===== src/rtl/cv_mem_pkg.sv =====
// Shared types and default sizes for the CV memory responder.
package cv_mem_pkg;

    localparam int ADDR_W    = 26;
    localparam int DATA_W    = 32;
    localparam int RD_LAT    = 2;
    localparam int MEM_WORDS = 1048576;

    // Which side received the most recent grant; drives the tie-break.
    typedef enum logic {
        GNT_READ  = 1'b0,
        GNT_WRITE = 1'b1
    } grant_e;

endpackage : cv_mem_pkg


===== src/rtl/cv_lat_pipe.sv =====
// Resettable fixed-depth delay line for small valid/flag words.
// Exposes the last stage plus the MSB (valid bit) of every stage so the
// parent can tell whether anything is still in flight.
module cv_lat_pipe #(
    parameter int W     = 2,
    parameter int DEPTH = 2
) (
    input  logic             clk,
    input  logic             rst,
    input  logic [W-1:0]     din,
    output logic [W-1:0]     dout,
    output logic [DEPTH-1:0] msb_taps
);

    logic [W-1:0] stage_reg [DEPTH];

    // Shift din through DEPTH stages; reset discards everything in flight.
    always_ff @(posedge clk) begin
        if (rst) begin
            for (int i = 0; i < DEPTH; i++) begin
                stage_reg[i] <= '0;
            end
        end else begin
            stage_reg[0] <= din;
            for (int i = 1; i < DEPTH; i++) begin
                stage_reg[i] <= stage_reg[i-1];
            end
        end
    end

    generate
        for (genvar gi = 0; gi < DEPTH; gi++) begin : g_taps
            assign msb_taps[gi] = stage_reg[gi][W-1];
        end
    endgenerate

    assign dout = stage_reg[DEPTH-1];

endmodule : cv_lat_pipe


===== src/rtl/cv_mem_responder.sv =====
// Memory-side responder for the CV loader request bus. Arbitrates reads
// and writes onto one single-port SRAM, range-checks addresses and returns
// read data in order with fixed latency.
module cv_mem_responder
    import cv_mem_pkg::*;
#(
    parameter int ADDR_W    = cv_mem_pkg::ADDR_W,
    parameter int DATA_W    = cv_mem_pkg::DATA_W,
    parameter int RD_LAT    = cv_mem_pkg::RD_LAT,
    parameter int MEM_WORDS = cv_mem_pkg::MEM_WORDS
) (
    input  logic              clk,
    input  logic              rst,
    input  logic              rvalid,
    input  logic [ADDR_W-1:0] raddr,
    output logic              rready,
    output logic [DATA_W-1:0] rdata,
    output logic              rdata_valid,
    input  logic              wvalid,
    input  logic [ADDR_W-1:0] waddr,
    input  logic [DATA_W-1:0] wdata,
    output logic              wready,
    input  logic              mem_ready,
    output logic              mem_cs,
    output logic              mem_we,
    output logic [ADDR_W-1:0] mem_addr,
    output logic [DATA_W-1:0] mem_wdata,
    input  logic [DATA_W-1:0] mem_rdata,
    output logic              oor_err,
    output logic              idle
);

    // One extra bit so the limit itself is representable even when it
    // equals 2**ADDR_W.
    localparam logic [ADDR_W:0] MEM_LIMIT = (ADDR_W+1)'(MEM_WORDS);

    grant_e      last_grant_reg;
    grant_e      last_grant_next;
    logic        oor_err_reg;
    logic        oor_err_next;
    logic        r_oor;
    logic        w_oor;
    logic [1:0]  pipe_din;
    logic [1:0]  pipe_dout;
    logic [RD_LAT-1:0] pipe_valid;

    assign r_oor = ({1'b0, raddr} >= MEM_LIMIT);
    assign w_oor = ({1'b0, waddr} >= MEM_LIMIT);

    // Grant: a lone request wins; on a tie the side not granted last time wins.
    always_comb begin
        rready = 1'b0;
        wready = 1'b0;
        if (!rst && mem_ready) begin
            if (rvalid && wvalid) begin
                wready = (last_grant_reg == GNT_READ);
                rready = (last_grant_reg == GNT_WRITE);
            end else begin
                rready = rvalid;
                wready = wvalid;
            end
        end
    end

    // Memory command for the granted request; out-of-range strobes are suppressed.
    always_comb begin
        mem_cs    = (rready && !r_oor) || (wready && !w_oor);
        mem_we    = wready;
        mem_addr  = '0;
        mem_wdata = '0;
        if (!rst) begin
            mem_addr  = wready ? waddr : raddr;
            mem_wdata = wdata;
        end
    end

    // Next values for the tie-break history and the sticky range error.
    always_comb begin
        last_grant_next = last_grant_reg;
        if (rready) begin
            last_grant_next = GNT_READ;
        end else if (wready) begin
            last_grant_next = GNT_WRITE;
        end
        oor_err_next = oor_err_reg | (rready & r_oor) | (wready & w_oor);
    end

    // Arbitration history and error flag registers.
    always_ff @(posedge clk) begin
        if (rst) begin
            last_grant_reg <= GNT_READ;
            oor_err_reg    <= 1'b0;
        end else begin
            last_grant_reg <= last_grant_next;
            oor_err_reg    <= oor_err_next;
        end
    end

    assign oor_err  = oor_err_reg;

    // Each accepted read enters the delay line tagged with its range flag.
    assign pipe_din = {rready, rready & r_oor};

    cv_lat_pipe #(
        .W     (2),
        .DEPTH (RD_LAT)
    ) u_lat_pipe (
        .clk      (clk),
        .rst      (rst),
        .din      (pipe_din),
        .dout     (pipe_dout),
        .msb_taps (pipe_valid)
    );

    // Response: out-of-range reads return zero instead of memory data.
    always_comb begin
        rdata_valid = 1'b0;
        rdata       = '0;
        if (!rst) begin
            rdata_valid = pipe_dout[1];
            rdata       = pipe_dout[0] ? '0 : mem_rdata;
        end
    end

    assign idle = ~|pipe_valid & ~rvalid & ~wvalid;

endmodule : cv_mem_responder


===== config.mk =====
export PLATFORM = sky130hd
export DESIGN_NAME = cv_mem_responder
export DESIGN_NICKNAME = d
export VERILOG_FILES = /design/src/rtl/cv_mem_pkg.sv /design/src/rtl/cv_lat_pipe.sv /design/src/rtl/cv_mem_responder.sv
export SDC_FILE = /design/constraint.sdc
export NUM_CORES = 1
export LEC_CHECK = 0
export BUFFER_PORTS_ARGS = -buffer_cell sky130_fd_sc_hd__buf_2
export CAP_MARGIN = 20
export CORE_AREA = 2 2 84 86
export CTS_BUF_LIST = sky130_fd_sc_hd__clkbuf_2 sky130_fd_sc_hd__clkbuf_4 sky130_fd_sc_hd__clkbuf_8
export CTS_CLUSTER_SIZE = 12
export DETAILED_ROUTE_END_ITERATION = 8
export DIE_AREA = 0 0 86 88
export GPL_ROUTABILITY_DRIVEN = 0
export GPL_TIMING_DRIVEN = 1
export SLEW_MARGIN = 20
export SYNTH_ARGS = -nofsm -noshare
export SYNTH_HDL_FRONTEND = slang
export SYNTH_SLANG_ARGS = --single-unit

===== constraint.sdc =====
create_clock -name clk -period 1.25 [get_ports clk]
set_input_delay 0.25 -clock clk [delete_from_list [all_inputs] [get_ports clk]]
set_output_delay 0.25 -clock clk [all_outputs]
set_load 0.01 [all_outputs]

* Yosys cells after proc, flatten, opt, wreduce, memory -nomap -nowiden
Memory sizes are Yosys's and may differ from the RTL's. Index checks and enable logic that the tools add are counted.
Operators by class: reductions and logical operators 11, bitwise operators 11, muxes and demuxes 15, magnitude comparators 2
Operator list (number):
- $mux 32 | 3
- $ge 26x21->1 const B | 2
- $mux 26 | 2
- $mux 1 | 8
- $and 1x1->1 | 4
- $logic_and 1x1->1 | 4
- $logic_not 1->1 | 4
- $mux 2 | 2
- $or 1x1->1 | 4
- $reduce_or 2->1 | 2
- $not 1->1 | 3
- $logic_or 1x1->1 | 1
Storage, ports and cells: input bits 121, memories kept 1, register bits 2, output and inout bits 97, RAM bits 4
Memories:
- u_lat_pipe.stage_reg | depth 2, bits a word 2, rd ports 2, clocked after Yosys merged registers in 0, write ports 2, line cv_lat_pipe.sv:15 | logic [W-1:0] stage_reg [DEPTH];

* Longest topological paths before layout
Gate-level depths: netlist of run 1.
depth in word-level cells 6, gate-level depth with buffers 6, gate-level depth less buffers 5

* By module
A second synthesis of run 1 with hierarchy kept.
Unflattened totals: cell total of the unflattened synthesis 195, area total of the unflattened synthesis 1337.5 µm²
Modules (own cells, without submodules):
- cv_mem_responder | instances 1, area an instance 1202.4 µm², cells each 183, seq. area each 40.0 µm²
- cv_lat_pipe | instances 1, area an instance 135.1 µm², cells each 12, seq. area each 80.1 µm²

* Least setup slack after synthesis of run 1
No wires, ideal clock.
path type reg-to-output, start reg last_grant_reg, end out mem_addr[17], arrival time 1.026 ns, stages on the path, launching flop included 6, setup slack -0.026 ns, cell sequence dfxtp_1 > a211o_4 > clkinv_8 > buf_12 > nand2_2 > o21ai_2
On the way: longest elaborated chain between the ends 5
Ends and longest elaborated chain:
- start: declaration | line cv_mem_responder.sv:37 | grant_e last_grant_reg;
- start signal: assignment | line cv_mem_responder.sv:94 | last_grant_reg <= last_grant_next;
- $not 1->1 | line cv_mem_responder.sv:56 | wready = (last_grant_reg == GNT_READ);
- $mux 1 | line cv_mem_responder.sv:55 | if (rvalid && wvalid) begin
- $mux 1 | line cv_mem_responder.sv:54 | if (!rst && mem_ready) begin
- named net mem_we | line cv_mem_responder.sv:25 | output logic mem_we,
- $mux 26 | line cv_mem_responder.sv:72 | mem_addr = wready ? waddr : raddr;
- $mux 26 | line cv_mem_responder.sv:71 | if (!rst) begin
- end: declaration | line cv_mem_responder.sv:26 | output logic [ADDR_W-1:0] mem_addr,
The timed path passes the listed nets, and every way through them passes these cells.

* Final worst setup path of run 1
start reg last_grant_reg, end out mem_addr[14]
On the way: longest elaborated chain between the ends 5
Ends and longest elaborated chain (line):
- $not 1->1 | cv_mem_responder.sv:56
- $mux 1 | cv_mem_responder.sv:55
- $mux 1 | cv_mem_responder.sv:54
- $mux 26 | cv_mem_responder.sv:72
- $mux 26 | cv_mem_responder.sv:71
Every way passes these cells.

==> results by group, run 1 <==
Outcome
  – Status: complete, but fails checks
  – Failing checks: setup timing

Hold path
  – Worst min path class: input port to register
  – Hold Path Stages: 3
  – HP Start: raddr[23]

Die
  – Core Area: 6640 sq um
  – Die area: about 7600 sq um
  – DIE HEIGHT: 88 microns
  – Ports: ~220
  – DIE WIDTH: roughly 86 microns
  – Initial core utilization: 0.209
  – FP Rows: 30

Clock network
  – Worst-path clk slew: around 40 ps
  – # clock sinks: 6
  – Clk Latency, worst-skew pair: approximately 230 ps
  – CTS Root Cell: clkbuf_8
  – CTS tree: built
  – Hold-fix buffers, CTS: 0
  – CTS H-tree depth: 1
  – CTS buffer count: 3
  – Clock tree buffer depth: 2

Pwr
  – Static Leak: 1.70 nW
  – Max rail drop VDD: around 0.24 mV
  – Pwr dens: approximately 480 nW/um^2

Finish
  – Area growth from synthesis to layout: 121%
  – Largest register FFs: 4
  – Design Area, Final: around 3100 sq um
  – N_diodes: 0
  – Most frequent cells in the layout: buf_2 (199), buf_4 (33), nor2b_1 (32)
  – Commonest non-fill, non-tap cell in the layout: buf_2
  – Post-layout nets: between 500 and 600
  – Layout cells sized above 1: 0.789

Synthesis
  – Mapped Cells: 190
  – Synth Register Bits: 6
  – Syn Nets: between 300 and 400
  – Distinct cells, synth: 23
  – Synth Warn #: 0
  – Synth Cell Area: about 1400 sq um
  – Seq/Total Area, Yosys: 0.0866
  – Synthesized area per cell: around 7.3 sq um

Critical path
  – R2R Path Start: last_grant_reg
  – Worst Setup SP: last_grant_reg
  – WS Path Type: register to output port
  – Reg2Reg Depth: 6
  – Critical Path Sink Type: output port
  – Arr. time, crit path: roughly 1400 ps
  – Startpoint Class: register
  – Critical Path RT: 1000 ps
  – Crit Path Max Fanout: 13

Global routing
  – Vias in the first global route: 1947
  – Initial antenna violation count: 0
  – Overall Global Routing Usage: 0.143
  – Largest net degree at the start of global routing: 52
  – Total grt overflow: 0
  – First-pass GRT wire length: 8630 microns

Timing
  – Final hold vios: 0
  – Final Worst Setup Slack: -379 ps
  – Max-slew violations: 0
  – Worst slew margin: 0.825
  – Worst Hold Margin: around 310 ps
  – F_max: a little over 600 MHz
  – Final setup violation count: 62
  – Period minus WS final: 1630 ps
  – Part of the cycle the worst path needs: 1.30
  – Worst-Margin Slew: around 260 ps
  – Clock Skews: around 0.67 ps
  – RSZ-0062 raised after global routing: true

Route
  – Routed Antenna Nets: 0
  – Vias per std cell: between 4 and 5
  – Via Count: 2145
  – TritonRoute pass-1 iters: 4
  – Residual DRC: 0
  – Initial DRC count: 26
  – Per-cell routed wire length: about 12 microns
  – Routed WL: ~6200 microns

Place
  – Dpl hpwl: 5090 microns
  – Placed Instance Area: between 2000 and 3000 sq um
  – Port buffer count: between 200 and 250

Run
  – Max Cap Viol: 0
-- critical path, cell delays in order, from the launching register on --
cell,delay (ps)
dfxtp_2,310
a211o_4,360
clkinv_8,100
buf_4,140
nand2_2,50
o21ai_2,40
buf_2,140
-- layout make-up --
| cell class | instances | area (sq um) |
|---|---|---|
| sequential | 6 | 123 |
| clock buffer | 3 | 41.3 |
| inverter | 2 | 20.0 |
| multi-input combinational | 166 | 1180 |
| tap | 80 | 100 |
| timing repair buffer | 260 | 1600 |
| fill | 682 | 3570 |
-- worst paths after layout --
path | end | slack, ps
min | u_lat_pipe.stage_reg[0][0] | 310
max | mem_addr[14] | -380
max reg2reg | oor_err | 90
min reg2reg | u_lat_pipe.stage_reg[0][2] | 430
-- power breakdown --
part | total [mW] | switching (mW) | internal (mW)
sequential | 0.207 | 0.00420 | 0.202
clock | 0.300 | 0.0925 | 0.208
combinational | 0.960 | 0.424 | 0.536
-- per-layer routing --
| layer | vias to the layer above | share of wire | global-route usage | wire length (microns) |
|---|---|---|---|---|
| met5 | - | 0 | 0 | 0 |
| met4 | 0 | 0.011 | 0.0433 | 68 |
| met3 | 5 | 0.099 | 0.0236 | 613 |
| met2 | 131 | 0.56 | 0.304 | 3450 |
| met1 | 909 | 0.33 | 0.137 | 2040 |
| li1 | 1100 | - | - | - |
-- synth_stat cells --
master	count	area share
buf_4	2	0.011
inv_1	1	0.0027
nor4_1	3	0.014
o21ai_2	27	0.17
nand2_2	27	0.12
nand2_1	4	0.011
nor3_1	1	0.0036
dfxtp_1	6	0.087
buf_8	2	0.022
clkbuf_2	3	0.011
a211o_4	1	0.013
o22ai_1	1	0.0045
buf_12	3	0.043
nor2_1	2	0.0054
nand2b_1	26	0.12
and2_1	32	0.14
nor3_2	1	0.0072
a311oi_1	1	0.0063
a21oi_1	3	0.011
clkinv_8	1	0.012
clkbuf_1	6	0.016
nor2b_1	36	0.16
nor2_2	1	0.0045
-- per-stage QoR --
| step | std cells | utilization | worst slack [ps] | setup TNS (ps) | total power, mW |
|---|---|---|---|---|---|
| 3_3_place_gp | 506 | 0.411 | -277 | -10230 | 1.05 |
| 6_report | 517 | 0.462 | -379 | -13950 | 1.47 |
| 5_1_grt | 517 | 0.462 | -435 | -16870 | 1.57 |
| 3_5_place_dp | 506 | 0.411 | -277 | -11590 | 1.06 |
| 4_1_cts | 514 | 0.432 | -389 | -16370 | 1.40 |
| 2_1_floorplan | 190 | - | -19.4 | -274 | 0.608 |
-- logic make-up after synthesis --
group | Yosys count | share of synthesized area
buf+inv | 18 | 0.117
compound gates | 33 | 0.205
flops | 6 | 0.0866
simple gates | 133 | 0.591
-- timing repair --
action                     CTS  global route
pin swaps                    2            18
gates resized for setup     10            46
gates cloned                 1             1
setup endpoints to repair   89            75
buffers inserted             4             4
Power figures use the tool's default switching activity.
==> run 2, diff against run 1 <==
- ABC_AREA: unset -> 1
- SKIP_LAST_GASP: unset -> 1
==> results by group, run 2 <==
Outcome
  – Status: complete, but fails checks
  – Failing checks: setup timing

Die
  – Core Area: between 6000 and 7000 sq um
  – DIE HEIGHT: ~88 microns
  – DIE WIDTH: about 86 microns
  – Die area: between 7000 and 8000 sq um
  – FP Rows: 30
  – Initial core utilization: 0.208
  – Ports: between 200 and 250

Route
  – Vias per std cell: ~4.0
  – Routed Antenna Nets: 0
  – Initial DRC count: 58
  – Residual DRC: 0
  – Via Count: around 2300
  – TritonRoute pass-1 iters: 4
  – Per-cell routed wire length: approximately 11 microns
  – Routed WL: around 6300 microns

Finish
  – Post-layout nets: 616
  – N_diodes: 0
  – Most frequent cells in the layout: buf_2 (191), inv_1 (72), nor2_1 (49)
  – Final core occ: 0.485
  – Largest register FFs: 4
  – Commonest non-fill, non-tap cell in the layout: buf_2
  – Area growth from synthesis to layout: 133%
  – Finished Layout Cells: approximately 570
  – Layout cells sized above 1: 0.661

Critical path
  – Worst r2r dst: oor_err
  – Reg2Reg Depth: 9
  – Critical Path RT: 1000 ps
  – R2R Path Start: last_grant_reg
  – Arr. time, crit path: ~1400 ps
  – R2R setup slack: between 150 and 200 ps
  – Startpoint Class: register
  – Crit Path Max Fanout: 6
  – WS Path Type: register to output port
  – Critical Path Sink Type: output port

Pwr
  – Static Leak: just over 2 nW
  – Total power: approximately 1.5 mW
  – Part of the power in registers: 0.133
  – Switching power: just under 0.6 mW
  – P_int: a little over 0.9 mW
  – Net Sw Frac: 0.391
  – Logic pwr share: 0.671
  – Max rail drop VDD: 0.318 mV
  – Clock power frac: 0.196
  – Pwr dens: around 470 nW/um^2

Timing
  – Setup total negative slack: -14730 ps
  – Worst slew margin: 0.844
  – Final Worst Setup Slack: -357 ps
  – F_max: 622 MHz
  – RSZ-0062 raised after global routing: true
  – Worst-Margin Slew: about 230 ps
  – Period minus WS final: 1610 ps
  – Final setup violation count: 62
  – Final hold vios: 0
  – Clock Skews: about 2.9 ps
  – Max-slew violations: 0
  – Part of the cycle the worst path needs: 1.29

Clock network
  – CTS Root Cell: clkbuf_8
  – Clock tree buffer depth: 2
  – CTS buffer count: 3
  – Clk Latency, worst-skew pair: 230 ps
  – Worst-path clk slew: 40 ps
  – # clock sinks: 6
  – CTS H-tree depth: 1
  – CTS tree: built

Synthesis
  – Count leader, synth: nor2_1
  – Synthesized area per cell: 5.17 sq um
  – Mapped Cells: approximately 270
  – Synth Flop Type: dfxtp_1
  – Distinct cells, synth: 20
  – Syn Nets: 389
  – Seq/Total Area, Yosys: 0.0867
  – Top cells by area, synth: nor2_1 (21%), inv_1 (20%), o21ai_2 (13%), nand2_1 (10%), nand2_2 (9.5%)
  – Synth Cell Area: 1390 sq um
  – Synth Warn #: 0
  – Synth Register Bits: 6
  – Cell taking the most area after synthesis: nor2_1
  – EDFF count, synth: 0
  – Top cell type's share of synthesized area: 0.206
  – Post-synth ARST share: 0
  – Leading cell types by count after synthesis: nor2_1 (76), inv_1 (73), nand2_1 (37)

Run
  – Max Cap Viol: 0

Global routing
  – Largest net degree at the start of global routing: 28
  – Vias in the first global route: 1816
  – Initial antenna violation count: 0
  – Overall Global Routing Usage: 0.125
  – Total grt overflow: 0
  – First-pass GRT wire length: about 7700 microns

Hold path
  – HP Start: u_lat_pipe.stage_reg[0][0]
  – Worst min path class: register to register
  – Hold Crit Endpoint: u_lat_pipe.stage_reg[0][2]
  – Hold Path Stages: 2

Place
  – Dpl cells: 562
  – Dpl hpwl: between 4000 and 5000 microns
  – Port buffer count: roughly 220
==> run 2: worst max path at each step <==
| stage | startpoint | to | slack, ps | cells past startpoint |
|---|---|---|---|---|
| 6_report | last_grant_reg | mem_addr[21] | -360 | 9 |
| 5_1_grt | last_grant_reg | mem_addr[21] | -430 | 9 |
| 4_1_cts | last_grant_reg | mem_addr[0] | -350 | 7 |
| 3_5_place_dp | rst | mem_cs | -220 | 8 |
| 3_3_place_gp | rst | mem_cs | -230 | 8 |
| 2_1_floorplan | rst | rdata[10] | -20 | 5 |
==> run 2: layout make-up <==
class	count	area, sq um
well taps	80	100
inverters	74	278
multi-input cells	170	1090
clock buffers	3	41.3
fillers	665	3420
flip-flops and latches	6	121
repair buffers	240	1590
==> run 2: power groups by stage <==
stage                     sequential [mW]  combinational [mW]  clock (mW)
after global routing                0.204                1.11       0.322
after floorplan                     0.207               0.404           0
after CTS                           0.203               0.890       0.308
after global placement              0.206               0.788           0
final                               0.204                1.02       0.299
after detailed placement            0.206               0.796           0
==> run 2: kinds of logic (layout without fill, tap and decap cells) <==
group	count (synthesis)	after routing	share of synthesized area
simple gates	142	142	0.437
buf+inv	92	317	0.320
compound gates	28	28	0.156
flops	6	6	0.0867
==> run 2: routing by layer <==
metal  global-route usage  vias to the layer above  routed length (microns)
li1                     -                     1202                        -
met1                0.137                     1005                     2280
met2                0.243                      100                     3460
met3               0.0245                        5                      510
met4               0.0346                        0                       45
met5                    0                        -                        0
==> run 2: critical path, cell delays in order, from the launching register on <==
cell and delay [ps]:
dfxtp_2 310, nand2_2 50, nand2_2 60, nor2_4 120
buf_12 150, buf_8 120, buf_4 100, nand2_2 40
o21ai_2 40, buf_2 140
==> run 2: metrics by stage <==
step / cell area (sq um) / hold slack, ps / setup slack (ps)
after floorplan: 1400 / 388 / -15.4
after global placement: 2570 / 394 / -229
after detailed placement: 2570 / 397 / -218
after CTS: 2820 / 388 / -349
after global routing: 3230 / 417 / -428
final: 3230 / 402 / -357
==> run 2: what timing repair did <==
item                                    in CTS  in global routing
cloned                                       3                  3
setup buffers                                1                  2
gates resized for setup                     29                 75
endpoints found under the setup margin      62                 63
pin swaps                                    2                  4
hold buffers                                 0                  0
==> run 3, diff against run 2 <==
- PLACE_DENSITY: unset -> 0.72
==> results by group, run 3 (same netlist as run 2, synthesis figures left out) <==
Global routing
  – First-pass GRT wire length: around 8600 microns
  – Vias in the first global route: 1942
  – Initial antenna violation count: 1
  – Overall Global Routing Usage: 0.142
  – Largest net degree at the start of global routing: 33
  – Total grt overflow: 0

Clock network
  – CTS tree: built
  – CTS Root Cell: clkbuf_8
  – # clock sinks: 6
  – Clock tree buffer depth: 2
  – Worst-path clk slew: roughly 40 ps
  – Clk Latency, worst-skew pair: about 220 ps
  – CTS H-tree depth: 1
  – CTS buffer count: 3

Die
  – Die area: 7570 sq um
  – Initial core utilization: 0.208
  – Core Area: between 6000 and 7000 sq um
  – FP Rows: 30
  – DIE WIDTH: 86 microns
  – DIE HEIGHT: about 90 microns
  – Ports: 218

Finish
  – Filler cells: 656
  – Most frequent cells in the layout: buf_2 (191), inv_1 (72), nor2_1 (50)
  – Post-layout nets: 619
  – Largest register FFs: 4
  – Register Area: 121 sq um
  – Commonest non-fill, non-tap cell in the layout: buf_2
  – Multi-input combinational cell area: between 1000 and 1500 sq um
  – N_diodes: 0
  – Area growth from synthesis to layout: 133%
  – Design Area, Final: between 3000 and 4000 sq um
  – Layout cells sized above 1: 0.657
  – Finished Layout Cells: about 580

Pwr
  – Static Leak: about 2 nW
  – Total power: between 1.5 and 2 mW
  – Max rail drop VDD: between 0.8 and 0.9 mV
  – Pwr dens: about 470 nW/um^2

Timing
  – F_max: slightly above 600 MHz
  – RSZ-0062 raised after global routing: true
  – Worst slew margin: 0.808
  – Final Worst Setup Slack: -400 ps
  – Final hold vios: 0
  – Worst-Margin Slew: around 290 ps
  – Part of the cycle the worst path needs: 1.32
  – Final setup violation count: 62
  – Period minus WS final: between 1500 and 2000 ps
  – Clock Skews: about 2.4 ps
  – Max-slew violations: 0

Route
  – Routed Antenna Nets: 0
  – Initial DRC count: 39
  – Via Count: approximately 2400
  – Per-cell routed wire length: about 11 microns
  – Residual DRC: 0
  – Routed WL: 6550 microns
  – Vias per std cell: ~4
  – TritonRoute pass-1 iters: 4

Critical path
  – Crit-path max cell delay: 320 ps
  – Slowest cell on the critical path: dfxtp_2
  – Startpoint Class: register
  – Worst r2r dst: oor_err
  – R2R setup slack: between 100 and 150 ps
  – Critical-path cell list: nand2_2, nand2_2, nor2_4, buf_6, inv_2, o22ai_2, buf_2
  – WS Path Type: register to output port
  – R2R Path Start: last_grant_reg
  – Reg2Reg Depth: 8
  – Arr. time, crit path: between 1000 and 1500 ps
  – Critical Path Sink Type: output port
  – Top cell by count, worst path: nand2_2
  – Crit Path Max Fanout: 8
  – Critical Path RT: 1000 ps

Hold path
  – Hold Path Stages: 3
  – HP Start: rst
  – Worst min path class: input port to register
  – Hold Crit Endpoint: u_lat_pipe.stage_reg[0][2]

Place
  – Port buffer count: about 220
  – Dpl hpwl: about 4600 microns
  – Dpl cells: about 560
  – Placed Instance Area: around 2500 sq um
  – Dpl ws: -242 ps

Outcome
  – Failing checks: setup timing
  – Status: complete, but fails checks

Run
  – Max Cap Viol: 0
[run 3: cell count changes in the layout (fill, tap and decap cells not counted), moves of 2 or more]
cell       change
nand2_4        -7
nand2_2        +6
buf_6          +5
buf_12         +4
buf_4          -3
clkbuf_16      -2
[run 3: per-layer routing]
layer,global-route usage,wire length (microns),share of wire,up-vias
met5,0,12,0.0018,-
met4,0.0260,48,0.0073,2
met3,0.0339,598,0.091,6
met2,0.271,3520,0.54,123
met1,0.161,2370,0.36,1033
li1,-,-,-,1211
[run 3: worst max-delay path: cells and delay by family, from the launching register on]
family,cells,cell delay (ps)
AO/OA/AOI/OAI,1,150
flip-flops,1,320
buffers and inverters,3,370
AND/OR/NAND/NOR,3,350
[run 3: final cells by class]
| class | count | area share |
|---|---|---|
| multi-input combinational | 170 | 0.323 |
| timing repair buffer | 243 | 0.509 |
| sequential | 6 | 0.0377 |
| clock buffer | 3 | 0.0128 |
| tap | 80 | 0.0311 |
| inverter | 74 | 0.0862 |
[run 3: worst max-delay path by stage]
stage | endpoint | slack [ps] | cells past startpoint | startpoint
2_1_floorplan | rdata[10] | -20 | 5 | rst
3_3_place_gp | mem_addr[0] | -200 | 8 | rst
3_5_place_dp | mem_addr[0] | -240 | 8 | rst
4_1_cts | mem_addr[19] | -370 | 8 | last_grant_reg
5_1_grt | mem_addr[16] | -470 | 8 | last_grant_reg
6_report | mem_cs | -400 | 7 | last_grant_reg
[run 3: power by group]
group | switching [mW] | leakage (nW) | internal [mW] | total, mW
logic | 0.503 | 1.92 | 0.532 | 1.04
clock network | 0.0785 | 0.0216 | 0.206 | 0.285
registers | 0.00332 | 0.0493 | 0.200 | 0.204
[run 3: metrics by stage]
stage / setup TNS, ps / hold slack (ps) / util
after floorplan: -477 / 388 / -
after global placement: -9460 / 394 / 0.383
after detailed placement: -10620 / 398 / 0.383
after CTS: -16450 / 355 / 0.447
after global routing: -19920 / 291 / 0.485
final: -16680 / 291 / 0.485
[run 3: repair_timing]
action                                  in CTS  in global routing
endpoints found under the setup margin      62                 62
hold buffers                                 0                  0
setup buffers                                5                  9
gates resized for setup                     34                 82
pin swaps                                    2                 10
cloned                                       7                  1
